File: src/rtl/reg_wb_arbiter.sv
`default_nettype none
// +--------------------------------------------------------------------------+
// | Module : reg_wb_arbiter                                                  |
// | Two-requester register-file writeback arbiter: per-requester FIFOs,      |
// | round-robin retire, WAW interlock and pending-write read scoreboard.     |
// | Option : REG_WB_BYPASS_EN forwards the retiring write to rs/rt reads.    |
// | Rev    : 1.0                                                             |
// +--------------------------------------------------------------------------+
module reg_wb_arbiter #(
    parameter int DATA_W = 8,
    parameter int ADDR_W = 3,
    parameter int DEPTH  = 2
) (
    input  logic              clk,
    input  logic              reset,
    input  logic              a_valid,
    output logic              a_ready,
    input  logic [ADDR_W-1:0] a_rd,
    input  logic [DATA_W-1:0] a_data,
    input  logic              b_valid,
    output logic              b_ready,
    input  logic [ADDR_W-1:0] b_rd,
    input  logic [DATA_W-1:0] b_data,
    output logic              rf_rw,
    output logic [ADDR_W-1:0] rf_rd,
    output logic [DATA_W-1:0] rf_rd_data,
    input  logic [ADDR_W-1:0] rs,
    input  logic [ADDR_W-1:0] rt,
    input  logic [DATA_W-1:0] rf_rs_data,
    input  logic [DATA_W-1:0] rf_rt_data,
    output logic [DATA_W-1:0] rs_data,
    output logic [DATA_W-1:0] rt_data,
    output logic              rs_busy,
    output logic              rt_busy,
    output logic              idle
);

    localparam int C_PTR_W  = $clog2(DEPTH);
    localparam int C_CNT_W  = C_PTR_W + 1;
    localparam int C_PEND_W = C_CNT_W + 1;
    localparam int C_NREG   = 1 << ADDR_W;
    localparam logic [C_CNT_W-1:0] C_FULL = C_CNT_W'(DEPTH);

    typedef enum logic [0:0] {
        PRI_A = 1'b0,
        PRI_B = 1'b1
    } pri_t;

    // Index 0 is requester A, index 1 is requester B throughout.
    logic [ADDR_W-1:0]  r_rd   [2][DEPTH];
    logic [DATA_W-1:0]  r_data [2][DEPTH];
    logic [C_PTR_W-1:0] r_wp   [2];
    logic [C_PTR_W-1:0] r_rp   [2];
    logic [C_CNT_W-1:0] r_cnt  [2];
    pri_t               r_pri;

    logic [1:0]         w_in_valid;
    logic [ADDR_W-1:0]  w_in_rd   [2];
    logic [DATA_W-1:0]  w_in_data [2];
    logic [DEPTH-1:0]   w_slot_vld [2];
    logic [1:0]         w_other_has;
    logic [1:0]         w_full;
    logic [1:0]         w_ready;
    logic [1:0]         w_push;
    logic [1:0]         w_pop;
    logic [1:0]         w_head_vld;
    logic               w_gnt_vld;
    logic               w_gnt;
    logic [ADDR_W-1:0]  w_head_rd;
    logic [DATA_W-1:0]  w_head_data;
    logic [C_PEND_W-1:0] w_pend [C_NREG];
    logic [ADDR_W-1:0]  w_rx_idx  [2];
    logic [DATA_W-1:0]  w_rx_raw  [2];
    logic [DATA_W-1:0]  w_rx_data [2];
    logic [1:0]         w_rx_busy;
    logic [1:0]         w_byp;

    // A slot is live when its distance from the read pointer is below the count.
    always_comb begin
        w_in_valid   = {b_valid, a_valid};
        w_in_rd[0]   = a_rd;
        w_in_rd[1]   = b_rd;
        w_in_data[0] = a_data;
        w_in_data[1] = b_data;
        for (int q = 0; q < 2; q++) begin
            for (int i = 0; i < DEPTH; i++) begin
                w_slot_vld[q][i] = {1'b0, C_PTR_W'(C_PTR_W'(i) - r_rp[q])} < r_cnt[q];
            end
        end
    end

    always_comb begin
        for (int q = 0; q < 2; q++) begin
            w_other_has[q] = 1'b0;
            for (int i = 0; i < DEPTH; i++) begin
                if (w_slot_vld[1-q][i] && (r_rd[1-q][i] == w_in_rd[q])) begin
                    w_other_has[q] = 1'b1;
                end
            end
            w_full[q]     = (r_cnt[q] == C_FULL);
            w_ready[q]    = !reset && !w_full[q] && !((w_in_rd[q] != '0) && w_other_has[q]);
            w_push[q]     = w_in_valid[q] && w_ready[q];
            w_head_vld[q] = (r_cnt[q] != '0);
        end
    end

    assign a_ready = w_ready[0];
    assign b_ready = w_ready[1];

    always_comb begin
        w_gnt_vld = w_head_vld[0] || w_head_vld[1];
        if (w_head_vld[0] && w_head_vld[1]) begin
            w_gnt = (r_pri == PRI_B);
        end else begin
            w_gnt = !w_head_vld[0];
        end
        w_pop = '0;
        if (!reset && w_gnt_vld) begin
            w_pop[w_gnt] = 1'b1;
        end
        w_head_rd   = r_rd[w_gnt][r_rp[w_gnt]];
        w_head_data = r_data[w_gnt][r_rp[w_gnt]];
        // Entries for register 0 are consumed without touching the register file.
        rf_rw      = (w_pop != '0) && (w_head_rd != '0);
        rf_rd      = rf_rw ? w_head_rd : '0;
        rf_rd_data = rf_rw ? w_head_data : '0;
    end

    always_ff @(posedge clk) begin
        if (reset) begin
            r_pri <= PRI_A;
            for (int q = 0; q < 2; q++) begin
                r_wp[q]  <= '0;
                r_rp[q]  <= '0;
                r_cnt[q] <= '0;
            end
        end else begin
            if (w_gnt_vld) begin
                r_pri <= w_gnt ? PRI_A : PRI_B;
            end
            for (int q = 0; q < 2; q++) begin
                if (w_push[q]) begin
                    r_rd[q][r_wp[q]]   <= w_in_rd[q];
                    r_data[q][r_wp[q]] <= w_in_data[q];
                    r_wp[q]            <= r_wp[q] + C_PTR_W'(1);
                end
                if (w_pop[q]) begin
                    r_rp[q] <= r_rp[q] + C_PTR_W'(1);
                end
                if (w_push[q] && !w_pop[q]) begin
                    r_cnt[q] <= r_cnt[q] + C_CNT_W'(1);
                end else if (!w_push[q] && w_pop[q]) begin
                    r_cnt[q] <= r_cnt[q] - C_CNT_W'(1);
                end
            end
        end
    end

    always_comb begin
        for (int r = 0; r < C_NREG; r++) begin
            w_pend[r] = '0;
            for (int q = 0; q < 2; q++) begin
                for (int i = 0; i < DEPTH; i++) begin
                    if (w_slot_vld[q][i] && (r_rd[q][i] == ADDR_W'(r))) begin
                        w_pend[r] = w_pend[r] + C_PEND_W'(1);
                    end
                end
            end
        end
    end

    // Forwarding is only safe when the retiring write is the sole pending one.
    always_comb begin
        w_rx_idx[0] = rs;
        w_rx_idx[1] = rt;
        w_rx_raw[0] = rf_rs_data;
        w_rx_raw[1] = rf_rt_data;
        for (int p = 0; p < 2; p++) begin
            w_byp[p] = 1'b0;
`ifdef REG_WB_BYPASS_EN
            w_byp[p] = rf_rw && (rf_rd == w_rx_idx[p]) &&
                       (w_pend[w_rx_idx[p]] == C_PEND_W'(1));
`endif
            if (w_rx_idx[p] == '0) begin
                w_rx_data[p] = '0;
                w_rx_busy[p] = 1'b0;
            end else if (w_byp[p]) begin
                w_rx_data[p] = rf_rd_data;
                w_rx_busy[p] = 1'b0;
            end else begin
                w_rx_data[p] = w_rx_raw[p];
                w_rx_busy[p] = !reset && (w_pend[w_rx_idx[p]] != '0);
            end
        end
    end

    assign rs_data = w_rx_data[0];
    assign rt_data = w_rx_data[1];
    assign rs_busy = w_rx_busy[0];
    assign rt_busy = w_rx_busy[1];
    assign idle    = reset || ((r_cnt[0] == '0) && (r_cnt[1] == '0));

endmodule
`default_nettype wire

File: config.mk
export PLATFORM = sky130hd
export DESIGN_NAME = reg_wb_arbiter
export DESIGN_NICKNAME = d
export VERILOG_FILES = /design/src/rtl/reg_wb_arbiter.sv
export SDC_FILE = /design/constraint.sdc
export NUM_CORES = 1
export LEC_CHECK = 0
export BUFFER_PORTS_ARGS = -buffer_cell sky130_fd_sc_hd__buf_2
export CELL_PAD_IN_SITES_DETAIL_PLACEMENT = 1
export CELL_PAD_IN_SITES_GLOBAL_PLACEMENT = 1
export CORE_ASPECT_RATIO = 1.75
export CORE_UTILIZATION = 42
export DETAILED_ROUTE_END_ITERATION = 8
export PLACE_DENSITY = 0.8
export SLEW_MARGIN = 20
export SYNTH_ARGS = -nofsm -noshare
export SYNTH_HDL_FRONTEND = slang
export SYNTH_SLANG_ARGS = --single-unit
File: constraint.sdc
create_clock -name clk -period 3.5 [get_ports clk]
set_input_delay 0 -clock clk [delete_from_list [all_inputs] [get_ports clk]]
set_output_delay 0 -clock clk [all_outputs]
set_load 0.02 [all_outputs]
==> results, run 1 <==
- The run finished, with violations left.
- The checks that failed: setup timing.
- Once detailed placement completed, the half-perimeter wirelength came to just under 9000 um.
- The worst register-to-register path ends at r_cnt[1][1].
- The most used flip-flop cell after synthesis is sky130_fd_sc_hd__edfxtp_1.
- The clock latency on the worst-skew pair is around 300 ps.
- The number of hold violations in the final report was 0.
- The final number of setup-violating endpoints is 1.
- The worst slack at placement is 54.0 ps.
- The endpoint of the worst setup timing path is rt_busy.
- The floorplan die height is about 130 um.
- The startpoint of the worst-slack reg-to-reg timing path is r_cnt[1][1].
- Once routing completed, OpenROAD measured the worst setup slack at -6.91 ps.
- The count of nets left with antenna violations once routing finished came out at 0.
- The tool flagged a number of max-cap violations equal to 0.
- Dividing the final minimum period by the clock period gives 1.00.
- After floorplanning, the core was divided into 46 placement rows.
- In the synthesized netlist the async set-or-reset flop fraction comes to 0.
- During synthesis, Yosys emitted a total of 0 warnings.
- A synthesized cell averages between 9 and 10 sq um.
- Buffers placed on the I/O ports in this run total 80.
- The share of post-route cells with drive strength above 1 is 0.270.
- The final count of pins violating max slew is 0.
- 0 antenna diodes ended up in the layout.
- The largest clock skew in the final design is 6.32 ps.
- The global-route wire length before repair is 18,900 um.
- The worst path arrival time is 3510 ps.
- The final critical path time including I/O delays and setup is between 3000 and 4000 ps.
- In this run the worst path has a maximum fanout of 4.
- The worst setup path is captured at a primary output.
- The min-delay analysis places its worst path in the category input port to register.
- By startpoint and endpoint, the worst setup path is classified as register to primary output.
- The net count after synthesis is 474.
- TritonCTS built the clock tree.
- The die footprint is approximately 0.0097 sq mm.
- For this run, the total global-route usage over all layers was measured as 0.265.
- The sort of element at the start of the critical path is a register.
- The root cell of the clock tree is sky130_fd_sc_hd__clkbuf_16.
- The highest achievable clock rate is 0.285 GHz.
- Clock tree synthesis inserted a total of 5 buffers.
- In this run the deepest clock path goes through 2 buffers.
- The x dimension of the die is approximately 75 um.
- The aggregate global routing overflow is 0.
- In this run the count of I/O pins placed on the die edge is between 80 and 90.
- The iteration count of the initial detailed-routing pass is 4.
- The vias per cell is ~5.7.
- After detailed routing, the average wire length per cell comes to 19.0 um.
- The cell area power density is ~590 mW/mm^2.
- Setup repair after global routing could not meet its margin everywhere.
- The most common cell after layout, fill and taps aside is sky130_fd_sc_hd__buf_2.
- The critical path starts at r_cnt[0][0].
- The count of state elements after synthesis is 53.
- The total wirelength of the detailed-routed design is around 12,000 um.
- For the worst flop-to-flop path, the logic depth is 8.
- The CTS clock-pin slew for the worst setup and hold paths is about 70 ps.
- The leakage component of the power is between 2 and 2.5 nW.
- The remaining max-slew budget at the tightest pin is 0.421.
- The number of fill cells in the layout is about 1,000.
- For the pin with the worst max-slew slack, the measured transition is approximately 860 ps.
- The number of antenna violations at the first check in global routing is 0.
- The total vias in the final route is around 3,600.
- Synthesis produced a netlist whose cell count is a little over 400.
- For this run, design rule violations remaining after detail routing come to 0.
- The count of distinct cell types in the synthesized netlist is between 60 and 70.
- The number of global-route vias before repair is about 3,800.
- Summing every instance area after synthesis gives 0.00389 sq mm.
- The first-iteration detailed-routing DRC count is about 140.
- Leaving out fill and tap cells, the most frequent cells in the layout are sky130_fd_sc_hd__buf_2, sky130_fd_sc_hd__edfxtp_1, sky130_fd_sc_hd__nor2_1, sky130_fd_sc_hd__nor2b_1, sky130_fd_sc_hd__nand2_1.
- In the final design database the tool counted 577 nets.
- The total negative slack for setup checks is -6.91 ps.
- The number of sinks handled by clock tree synthesis is 53.
- Entering global routing, the biggest net connects 29 pins.
- The synthesized design contains between 50 and 60 enable-type register cells.
- VDD sags by at most around 0.49 mV.
- The worst register-to-register path has a setup slack of roughly 800 ps.
- Compared with the post-synthesis result, the final layout area differs by 26.8%.
- Once placement finished, the instance area stood at 0.00440 sq mm.
- The data required time of the worst path is ~3500 ps.
- The standard cell core area is approximately 0.009 sq mm.
- The final RePlAce weighted congestion is 0.832.
- The sequential cell area fraction in the yosys report is 0.407.
- The number of H-tree levels is 2.
- The starting utilization of the core area is 0.430.
- With fillers left out, the area of the finished cells amounts to just under 0.005 sq mm.
==> worst max-delay path, cell delays in order (launching register included) <==
cell	delay [ps]
sky130_fd_sc_hd__edfxtp_1	460
sky130_fd_sc_hd__and2b_2	270
sky130_fd_sc_hd__buf_4	140
sky130_fd_sc_hd__o21ai_1	150
sky130_fd_sc_hd__buf_4	160
sky130_fd_sc_hd__nor2_1	60
sky130_fd_sc_hd__ha_1	340
sky130_fd_sc_hd__xor2_2	210
sky130_fd_sc_hd__inv_1	60
sky130_fd_sc_hd__ha_1	180
sky130_fd_sc_hd__and3_1	150
sky130_fd_sc_hd__xnor2_1	160
sky130_fd_sc_hd__o2bb2ai_1	200
sky130_fd_sc_hd__nor4_2	80
sky130_fd_sc_hd__a2111oi_2	360
sky130_fd_sc_hd__buf_2	220
==> registers in the layout, summed over array words and instances, names as in the netlist <==
register  cells
r_pri         1
r_data       32
r_rp          2
r_cnt         4
r_rd         12
r_wp          2
==> metal layers <==
metal	wire length [um]	up-vias	track usage	part of all wire
met1	4100	1734	0.245	0.34
met4	437	0	0.149	0.036
met2	7060	118	0.528	0.59
met5	0	-	0	0
met3	410	23	0.0257	0.034
li1	-	1699	-	-
==> report_power, final <==
part           switching, mW  leakage, nW  internal [mW]  total [mW]
sequential             0.104        0.495          0.817       0.921
combinational          0.952         1.48          0.563        1.51
clock                  0.228       0.0744          0.270       0.498
total                   1.28         2.05           1.65        2.93
==> cells in the mapped netlist, types with 2 or more instances <==
| library cell | n | area, sq um |
|---|---|---|
| sky130_fd_sc_hd__and2_1 | 3 | 18.8 |
| sky130_fd_sc_hd__nand2b_1 | 11 | 68.8 |
| sky130_fd_sc_hd__nor2b_1 | 32 | 200 |
| sky130_fd_sc_hd__o31a_1 | 3 | 26.3 |
| sky130_fd_sc_hd__a21oi_1 | 9 | 45.0 |
| sky130_fd_sc_hd__nor2_1 | 40 | 150 |
| sky130_fd_sc_hd__xor2_1 | 9 | 78.8 |
| sky130_fd_sc_hd__o21ai_0 | 16 | 80.1 |
| sky130_fd_sc_hd__nand4_1 | 2 | 12.5 |
| sky130_fd_sc_hd__nor3_1 | 19 | 95.1 |
| sky130_fd_sc_hd__o31ai_1 | 4 | 30.0 |
| sky130_fd_sc_hd__ha_1 | 18 | 225 |
| sky130_fd_sc_hd__clkbuf_1 | 11 | 41.3 |
| sky130_fd_sc_hd__nor3b_1 | 3 | 22.5 |
| sky130_fd_sc_hd__clkbuf_2 | 3 | 15.0 |
| sky130_fd_sc_hd__a211oi_1 | 17 | 128 |
| sky130_fd_sc_hd__o211ai_1 | 4 | 30.0 |
| sky130_fd_sc_hd__a31oi_1 | 3 | 18.8 |
| sky130_fd_sc_hd__nor4_1 | 3 | 18.8 |
| sky130_fd_sc_hd__o21ai_1 | 2 | 10.0 |
| sky130_fd_sc_hd__buf_2 | 5 | 25.0 |
| sky130_fd_sc_hd__xnor2_1 | 17 | 149 |
| sky130_fd_sc_hd__o2111ai_2 | 3 | 45.0 |
| sky130_fd_sc_hd__o2111ai_1 | 3 | 26.3 |
| sky130_fd_sc_hd__inv_1 | 21 | 78.8 |
| sky130_fd_sc_hd__or4_1 | 2 | 15.0 |
| sky130_fd_sc_hd__nand3_1 | 6 | 30.0 |
| sky130_fd_sc_hd__o41ai_1 | 2 | 17.5 |
| sky130_fd_sc_hd__mux2i_1 | 11 | 110 |
| sky130_fd_sc_hd__edfxtp_1 | 52 | 1560 |
| sky130_fd_sc_hd__or2_2 | 4 | 25.0 |
| sky130_fd_sc_hd__o2111a_1 | 2 | 22.5 |
| sky130_fd_sc_hd__and3_1 | 8 | 50.1 |
| sky130_fd_sc_hd__nand2_1 | 26 | 97.6 |
| sky130_fd_sc_hd__nand3b_1 | 2 | 15.0 |
==> how the worst min path moves through the flow <==
stage / from / endpoint / cells past startpoint
2_1_floorplan: a_data[0] / r_data[0][0] / 0
3_3_place_gp: a_data[7] / r_data[0][15] / 1
3_5_place_dp: b_data[5] / r_data[1][5] / 1
4_1_cts: reset / r_pri / 2
5_1_grt: reset / r_pri / 2
6_report: reset / r_pri / 2
==> cell type report <==
cell class	instances	area, sq um	area share
multi-input cells	310	2220	0.450
flip-flops and latches	53	1580	0.321
repair buffers	118	741	0.150
well taps	120	150	0.0304
clock buffers	5	125	0.0254
inverters	23	86.3	0.0175
clock inverters	3	26.3	0.00533
==> kinds of logic after synthesis <==
logic type,count (synthesis),share of synthesized area
AND/OR/NAND/NOR,171,0.235
AO/OA/AOI/OAI,82,0.158
flip-flops,53,0.407
buffers and inverters,45,0.0489
XOR/XNOR,27,0.0627
adder cells (fa/ha/maj),18,0.0579
multiplexers,12,0.0312
==> metrics by stage <==
stage,cells,hold WS (ps),power (mW),util
after detailed placement,594,191,2.28,0.486
after floorplan,408,98.9,1.85,-
after global routing,632,155,3.09,0.546
final,632,128,2.93,0.546
after global placement,594,188,2.21,0.486
after CTS,630,133,2.89,0.543
==> what timing repair did <==
action	4_1_cts	5_1_grt
pin swaps	6	2
gates resized for setup	20	2
setup endpoints to repair	2	2
gates cloned	0	0
setup buffers	6	2
hold endpoints to repair	44	0
hold buffers	22	0
Power figures use the tool's default switching activity.
==> run 2: changes to the inputs <==
--- a/config.mk
+++ b/config.mk
@@ -9,9 +9,9 @@
 export CELL_PAD_IN_SITES_DETAIL_PLACEMENT = 1
 export CELL_PAD_IN_SITES_GLOBAL_PLACEMENT = 1
 export CORE_ASPECT_RATIO = 1.75
-export CORE_UTILIZATION = 42
+export CORE_UTILIZATION = 46
 export DETAILED_ROUTE_END_ITERATION = 8
-export PLACE_DENSITY = 0.8
+export PLACE_DENSITY = 0.87
 export SLEW_MARGIN = 20
 export SYNTH_ARGS = -nofsm -noshare
 export SYNTH_HDL_FRONTEND = slang
==> constraint.sdc (replaced) <==
create_clock -name clk -period 4.1 [get_ports clk]
set_input_delay 0 -clock clk [delete_from_list [all_inputs] [get_ports clk]]
set_output_delay 0 -clock clk [all_outputs]
set_load 0.02 [all_outputs]
==> run 2 against run 1 <==
- the flow now finishes without violations
- largest power group unchanged
- wire length grew 5.2%
- non-clock buffer count shrank 13
- sequential power decreased by 13%
==> results, run 2 (synthesis results as in run 1) <==
- The remaining max-slew budget at the tightest pin is 0.353 (-0.0684).
- The number of antenna violations at the first check in global routing is 0 (unchanged).
- The final count of pins violating max slew is 0 (unchanged).
- The cell area power density came to 519 mW/mm^2 (-13%).
- The number of sinks handled by clock tree synthesis came to 53 (unchanged).
- The number of buffers added on ports is 80 (unchanged).
- The slew of the pin with the lowest slew margin is 967 ps (+106 ps).
- The count of placed standard cells in the final layout, fillers left out is 591 (-6.5%).
- The leakage component of the power was 1.96 nW (-4.5%).
- The iteration count of the initial detailed-routing pass is 4 (unchanged).
- The number of cell rows came to 44 (-4.3%).
- The final critical path time including I/O delays and setup is 3770 ps.
- The tightest min-delay check is of the input port to register type.
- The diode insertion count for antenna repair was 0 (unchanged).
- The remaining antenna violation count after routing was 0 (unchanged).
- The global-route wire length before repair is 19,500 um (+3.1%).
- The number of flip-flops under the largest register name is 32 (unchanged).
- The number of hold violations in the final report is 0 (unchanged).
- The CTS clock-pin slew for the worst setup and hold paths is 70 ps (about the same).
- The worst hold-check slack was 149 ps (+21.5 ps).
- The floorplan die height is 124 um (-4.4%).
- The number of global-route vias before repair is 3,813 (-0.26%).
- The starting utilization of the core area came to 0.471 (+0.0406).
- The x dimension of the die is 71.5 um (-4.3%).
- The sort of element at the start of the critical path is a register.
- The number of placed instances, taps included is 561 (-5.6%).
- The total routing usage reported by global routing is 0.297 (+0.0325).
- The total vias in the final route is 3,623 (+1.4%).
- The number of buffers inserted by post-CTS setup repair was 0 (-6).
- The maximum buffer depth of the clock tree is 2 (unchanged).
- The final RePlAce weighted congestion is 0.882 (+6.0%).
- The layout net count is 564 (-2.3%).
- The wire length per cell was 21.4 um (+12%).
- The largest clock skew in the final design came to 6.64 ps (+0.320 ps).
- The maximum fanout encountered on the critical timing path was 16 (+12).
- The TritonCTS buffer count is 5 (unchanged).
- From synthesis to final layout, the design area changed by 20.7%.
- The total negative slack for setup checks was 0 ps (+6.91 ps).
- The standard cell core area is 0.00826 sq mm (-8.6%).
- The number of H-tree levels is 2 (unchanged).
- The share of post-route cells with drive strength above 1 is 0.214 (-0.0551).
- The instance count along the most critical hold path is 2 (unchanged).
- The data required time of the worst path is 4100 ps (+600 ps).
- The hold buffer count at cts came to 22 (unchanged).
- The final number of setup-violating endpoints was 0 (-1).
- The clock latency on the worst-skew pair is 300 ps (about the same).
- The first-iteration detailed-routing DRC count is 188 (+35%).
- The cell depth of the worst flop-to-flop path is 5 (-3).
- The maximum number of pins on one net before global-route repair is 24 (-17%).
- Setup repair after global routing left no endpoint under its margin.
- The top cell types in the final layout, fill and taps aside, are sky130_fd_sc_hd__buf_2, sky130_fd_sc_hd__edfxtp_1, sky130_fd_sc_hd__nor2_1, sky130_fd_sc_hd__nor2b_1, sky130_fd_sc_hd__nand2_1.
- The run finished with clean final reports.
- The worst path arrival time is 3770 ps (+260 ps).
- The number of cells upsized or downsized after cts was 0 (-100%).
- The most common cell after layout, fill and taps aside is sky130_fd_sc_hd__buf_2.
- The total wirelength of the detailed-routed design is 12,600 um (+5.2%).
- The worst setup path is captured at a primary output.
- The worst ir drop on vdd was 0.497 mV (+0.82%).
- The die footprint is 0.00884 sq mm (-8.5%).
- The root cell of the clock tree is sky130_fd_sc_hd__clkbuf_16.
- The fraction of the cycle the final worst path needs is 0.919.
- The worst setup path is of the register to primary output kind.
- The half-perimeter wire length of the detailed placement result is 8680 um (-2.9%).
- The detailed-route DRC error count came to 0 (unchanged).
- The clock tree from TritonCTS is done.
- The vias per cell is 6.13 (+8.4%).
- The highest achievable clock rate is around 0.27 GHz.
- The aggregate global routing overflow was 0 (unchanged).
- The number of ports placed on the die boundary is 81 (unchanged).
- The number of maximum-capacitance constraint violations is 0 (unchanged).
-- run 2: metrics by stage --
stage / cell area, sq um / total power [mW] / util / worst slack, ps
floorplan: 3890 / 1.58 / - / 988
global placement: 4320 / 1.86 / 0.523 / 825
detailed placement: 4320 / 1.91 / 0.523 / 687
CTS: 4690 / 2.37 / 0.568 / 347
global route: 4690 / 2.56 / 0.568 / 97.2
finish: 4690 / 2.43 / 0.568 / 333
-- run 2: critical path, cell delays in order (launching register included) --
cell and delay [ps]:
sky130_fd_sc_hd__edfxtp_1 390, sky130_fd_sc_hd__buf_4 230, sky130_fd_sc_hd__a21o_1 240, sky130_fd_sc_hd__and4b_1 240, sky130_fd_sc_hd__ha_1 310, sky130_fd_sc_hd__inv_1 80, sky130_fd_sc_hd__xnor2_1 130, sky130_fd_sc_hd__ha_1 290
sky130_fd_sc_hd__nor4bb_1 340, sky130_fd_sc_hd__nand3_1 110, sky130_fd_sc_hd__o311ai_0 130, sky130_fd_sc_hd__o311ai_1 200, sky130_fd_sc_hd__o21ai_0 210, sky130_fd_sc_hd__a21oi_1 70, sky130_fd_sc_hd__nor3b_1 250, sky130_fd_sc_hd__a2111oi_2 50
sky130_fd_sc_hd__buf_2 190
-- run 2: final cells by class --
| class | count | area (sq um) |
|---|---|---|
| Clock buffer | 5 | 125 |
| Sequential cell | 53 | 1580 |
| Tap cell | 92 | 115 |
| Timing Repair Buffer | 105 | 643 |
| Fill cell | 931 | 3560 |
| Multi-Input combinational cell | 310 | 2120 |
| Inverter | 23 | 86.3 |
| Clock inverter | 3 | 26.3 |
-- run 2: power by group --
group,switching (mW),internal (mW)
logic,0.791,0.404
registers,0.0988,0.698
clock network,0.211,0.231
total,1.10,1.33
-- run 2: final timing paths --
kind | start | to | slack (ps)
worst max register to register | r_cnt[1][1] | r_data[0][9] | 1150
worst min-delay path | reset | r_pri | 150
worst max-delay path | r_rp[0] | rt_busy | 330
worst min register to register | r_pri | r_pri | 580
-- run 2: per-layer routing --
metal  global-route usage  share of wire  up-vias
li1                     -              -     1672
met1                0.266           0.34     1752
met2                0.603           0.56      155
met3               0.0380          0.044       44
met4                0.191          0.059        0
met5                    0              0        -
